**src/rtl/decoder_scan_nx2n_pkg.sv**
```systemverilog
// Shared encodings and helpers for the scanned N-to-2^N select decoder.
package decoder_scan_nx2n_pkg;

  localparam logic MODE_DIRECT = 1'b0;
  localparam logic MODE_SCAN   = 1'b1;

  typedef enum logic {
    ST_DIRECT = 1'b0,
    ST_SCAN   = 1'b1
  } state_t;

  // Prescaler width: max(1, clog2(div)).
  function automatic int unsigned presc_width(input int unsigned div);
    return (div <= 1) ? 1 : $clog2(div);
  endfunction

endpackage

```
**src/rtl/decoder_scan_nx2n_scan_prescaler.sv**
```systemverilog
// Divide-by-DIV enabled-cycle prescaler; tick marks the terminal count.
module scan_prescaler
  import decoder_scan_nx2n_pkg::*;
#(
  parameter int unsigned DIV = 4
) (
  input  logic clk,
  input  logic rst,
  input  logic en,
  input  logic clr,
  output logic tick
);

  localparam int unsigned W    = presc_width(DIV);
  localparam logic [W-1:0] TERM = W'(DIV - 1);

  logic [W-1:0] r_cnt;

  always_ff @(posedge clk) begin
    if (rst) begin
      r_cnt <= '0;
    end else if (clr) begin
      r_cnt <= '0;
    end else if (en) begin
      r_cnt <= (r_cnt == TERM) ? '0 : r_cnt + W'(1);
    end
  end

  assign tick = en && (r_cnt == TERM);

endmodule

```
**src/rtl/decoder_scan_nx2n.sv**
```systemverilog
// Registered N-to-2^N one-hot select with direct-load and auto-scan modes.
module decoder_scan_nx2n
  import decoder_scan_nx2n_pkg::*;
#(
  parameter int unsigned N          = 2,
  parameter int unsigned DIV        = 4,
  parameter bit          ACTIVE_LOW = 1'b0
) (
  input  logic                clk,
  input  logic                rst,
  input  logic                en,
  input  logic                mode,
  input  logic                load,
  input  logic [N-1:0]        sel,
  output logic [(1<<N)-1:0]   o,
  output logic [N-1:0]        idx,
  output logic                wrap
);

  localparam int unsigned      LINES    = 1 << N;
  localparam logic [N-1:0]     IDX_MAX  = {N{1'b1}};
  localparam logic [LINES-1:0] INACTIVE = {LINES{ACTIVE_LOW}};

  state_t           r_state;
  logic [N-1:0]     r_idx;
  logic [LINES-1:0] r_o;
  logic             r_wrap;

  logic             w_presc_en;
  logic             w_presc_clr;
  logic             w_tick;
  logic             w_step;
  logic             w_wrap_next;
  logic [N-1:0]     w_idx_next;
  logic [LINES-1:0] w_onehot;

  // Prescaler runs only in SCAN; a load or a fresh entry into SCAN restarts the dwell.
  assign w_presc_en  = en && (r_state == ST_SCAN);
  assign w_presc_clr = en && (load || ((r_state == ST_DIRECT) && (mode == MODE_SCAN)));

  scan_prescaler #(
    .DIV (DIV)
  ) u_presc (
    .clk  (clk),
    .rst  (rst),
    .en   (w_presc_en),
    .clr  (w_presc_clr),
    .tick (w_tick)
  );

  assign w_step      = w_tick && !load;
  assign w_wrap_next = w_step && (r_idx == IDX_MAX);

  always_comb begin
    w_idx_next = r_idx;
    if (load) begin
      w_idx_next = sel;
    end else if (w_step) begin
      w_idx_next = r_idx + N'(1);
    end
  end

  for (genvar i = 0; i < LINES; i++) begin : g_line
    assign w_onehot[i] = (w_idx_next == N'(i));
  end

  always_ff @(posedge clk) begin
    if (rst) begin
      r_state <= ST_DIRECT;
      r_idx   <= '0;
      r_o     <= INACTIVE;
      r_wrap  <= 1'b0;
    end else begin
      r_wrap <= w_wrap_next;
      if (en) begin
        r_state <= (mode == MODE_SCAN) ? ST_SCAN : ST_DIRECT;
        r_idx   <= w_idx_next;
        r_o     <= w_onehot ^ INACTIVE;
      end else begin
        r_o <= INACTIVE;
      end
    end
  end

  assign o    = r_o;
  assign idx  = r_idx;
  assign wrap = r_wrap;

endmodule

```
**config.mk**
```make
export PLATFORM = sky130hd
export DESIGN_NAME = decoder_scan_nx2n
export DESIGN_NICKNAME = d
export VERILOG_FILES = /design/src/rtl/decoder_scan_nx2n_pkg.sv /design/src/rtl/decoder_scan_nx2n_scan_prescaler.sv /design/src/rtl/decoder_scan_nx2n.sv
export SDC_FILE = /design/constraint.sdc
export NUM_CORES = 1
export LEC_CHECK = 0
export ABC_CLOCK_PERIOD_IN_PS = 1300
export CORE_MARGIN = 1.5
export CORE_UTILIZATION = 35
export DETAILED_ROUTE_END_ITERATION = 8
export PLACE_DENSITY_LB_ADDON = 0.25
export SLEW_MARGIN = 30
export SYNTH_ARGS = -nofsm -noshare
export SYNTH_HDL_FRONTEND = slang
export SYNTH_SLANG_ARGS = --single-unit
```
**constraint.sdc**
```tcl
create_clock -name clk -period 1.3 [get_ports clk]
set_input_delay 0.13 -clock clk [delete_from_list [all_inputs] [get_ports clk]]
set_output_delay 0.13 -clock clk [all_outputs]
set_load 0.01 [all_outputs]
```
==> summary.md <==
| Metric | Value |
|---|---|
| Status | finished with violations |
| Failing checks | setup timing |
| Syn_nets | 69 |
| Max Slew Vio Count | 0 |
| Initial Util | 0.3721 |
| Worst VDD drop | 0.5269 mV |
| Layout fillers | 138 |
| Die area | 1851 sq um |
| TritonRoute pass-1 iters | 4 |
| Synth top area cells | dfxtp_1 (36%), nand2_1 (4.7%), ha_1 (4.5%) |
| Ratio of total power to cell area | 906.9 nW/um^2 |
| Most frequent cells in the layout | buf_4 (14), clkdlybuf4s50_1 (11), nand2_1 (7), dfxtp_1 (7), a21oi_1 (4) |
| # diodes | 0 |
| Synth top area share | 0.3571 |
| Drt via density | 5.058 |
| Worst skew pair latency | 0.26 ns |
| Clock tree from TritonCTS | done |
| DRT Wirelength | 1.209 mm |
| # nets final | 97 |
| Critical Path RT | 1.45 ns |
| CP Capture Type | register |
| First-pass GRT wire length | 2.118 mm |
| Die Ht | 43.02 um |
| Root Driver | clkbuf_4 |
| DR WL/cell | 11.74 um |
| Num CTS Buffers | 3 |
| Post-synth top area cell | dfxtp_1 |
| Min cycle time layout | 1.342 ns |
| Synth unique cells | 31 |
| Area of the core | 1506 sq um |
| Initial antenna violation count | 0 |
| CTS hold repair buffers | 0 |
| Area Growth Syn to Fin | 51.12% |
| TNS Setup | -0.04160 ns |
| CTS Sinks | 10 |
| Worst-Margin Slew | 0.2728 ns |
| Setup Skew | 0.004648 ns |
| Post-synthesis sequential area ratio | 0.3571 |
| Largest net degree at the start of global routing | 10 |
| Leak | 0.3481 nW |
| Initial DRC Count | 2 |
| Total power draw | 0.0007682 W |
| F_max | 0.7454 GHz |
| Gr usage total | 0.1601 |
| DRC violations left | 0 |
| Worst Setup Slack, final | -0.04160 ns |
| Leading cell type in the layout, fill and taps excluded | buf_4 |
| Hold Fails Final Rpt | 0 |
| DPL Wire Length | 913 um |
| Clock Path Buffers | 2 |
| Worst slew margin | 0.8169 |
| Grt total ovfl | 0 |
| RSZ-0062 raised after global routing | yes |
| Number of synthesis warnings | 0 |
| Worst-path clk slew | 0.07 ns |
| Final setup violation count | 1 |
| Tcrit/Tclk final | 1.032 |
| Synthesized cell area | 560.5 sq um |
| I/O Buffers | 13 |
| Number of global-route vias before repair | 504 |
| Crit-path max FO | 6 |
| Detail Route Antenna Nets | 0 |
| Startpoint types | register |
| Routed via count | 521 |
| Row count | 14 |
| DIE WIDTH | 43.02 um |
| Synthesized instance count | 60 |
| Worst Hold Class | reg2reg |
| Gp weighted congestion | 0.8149 |
| Max-Cap Viols | 0 |
| WP data arrival | 1.50 ns |
| Share of cells above drive strength 1 | 0.3563 |
| #FFs+latches synth | 10 |
| Io pins | 14 |
| H-tree Lvls | 1 |
| Critical path class | reg2reg |
| Syn avg cell area | 9.342 sq um |
==> state kept, by name, indices dropped and copies added, names as in the netlist <==
register	cells
r_state	1
u_presc.r_cnt	2
o	4
wrap	1
idx	2
==> what timing repair did <==
item / in CTS / in global routing
pin swaps: 2 / 2
setup buffers: 1 / 0
resized for setup: 3 / 0
setup endpoints to repair: 5 / 5
==> stage by stage <==
stage | hold WS (ns) | util | instance area [sq um] | setup slack (ns) | instances
2_1_floorplan | 0.1917 | - | 581.8 | -0.03267 | 60
3_3_place_gp | 0.4669 | 0.5291 | 797.0 | -0.1582 | 98
3_5_place_dp | 0.4734 | 0.5291 | 797.0 | -0.1797 | 98
4_1_cts | 0.4838 | 0.5623 | 847.1 | -0.04331 | 103
5_1_grt | 0.5093 | 0.5623 | 847.1 | -0.1102 | 103
6_report | 0.4814 | 0.5623 | 847.1 | -0.04160 | 103
==> per-layer routing <==
layer	track usage	wire, um	part of all wire
met5	0	0	0
met4	0.09091	10	0.0083
met3	0.05106	46	0.038
met2	0.2455	586	0.48
met1	0.1958	565	0.47
==> where the power goes <==
group	total (W)	switching, W	internal (W)
registers	0.000324	0.00000574	0.000319
logic	0.000165	0.0000749	0.0000900
clock network	0.000279	0.000109	0.000170
total	0.000768	0.000190	0.000579
==> worst max-delay path, stage by stage, from the launching register on <==
cell and delay [ns]:
dfxtp_2 0.35, ha_4 0.14, and3_4 0.24, mux2i_4 0.26, nand2_2 0.09, nor3b_2 0.15
==> cell families after synthesis <==
kind of cell / Yosys count / synth area share
buffers and inverters: 5 / 0.06472
and+or+nand+nor: 26 / 0.2880
muxes: 2 / 0.04241
DFF: 10 / 0.3571
xor gates and xnor gates: 1 / 0.02903
AOI/OAI and AO/OA: 14 / 0.1741
adders and majority gates: 2 / 0.04464
==> Yosys cell counts <==
master	instances
a211oi_1	1
a21boi_0	1
a21o_1	1
a21oi_1	4
a311oi_1	1
and3_1	1
buf_2	2
buf_6	2
dfxtp_1	10
ha_1	2
inv_1	1
mux2i_1	1
mux2i_2	1
nand2_1	7
nand2_2	1
nand2b_1	2
nand3_1	1
nand4b_1	1
nand4bb_1	1
nor2_1	3
nor2b_1	3
nor3_1	2
nor3b_1	1
nor3b_2	2
nor4_2	1
o21a_1	1
o21ai_0	2
o21ai_1	1
o21ai_2	1
o221ai_2	1
xor2_2	1
==> cell type report <==
type	count	area (sq um)	share of cell area
Inverter	1	3.754	0.004431
Timing Repair Buffer	27	232.7	0.2747
Multi-Input combinational cell	45	350.3	0.4136
Clock buffer	4	36.28	0.04284
Sequential cell	10	203.9	0.2408
Tap cell	16	20.02	0.02363
==> final timing paths <==
kind	startpoint	endpoint	slack [ns]	depth (start not counted)
worst max register to register	u_presc.r_cnt[0]	o[3]	-0.04	5
worst min-delay path	u_presc.r_cnt[1]	u_presc.r_cnt[1]	0.48	2
worst min register to register	u_presc.r_cnt[1]	u_presc.r_cnt[1]	0.48	2
worst max-delay path	u_presc.r_cnt[0]	o[3]	-0.04	5
Note: power is estimated with default switching activity, not from simulation.
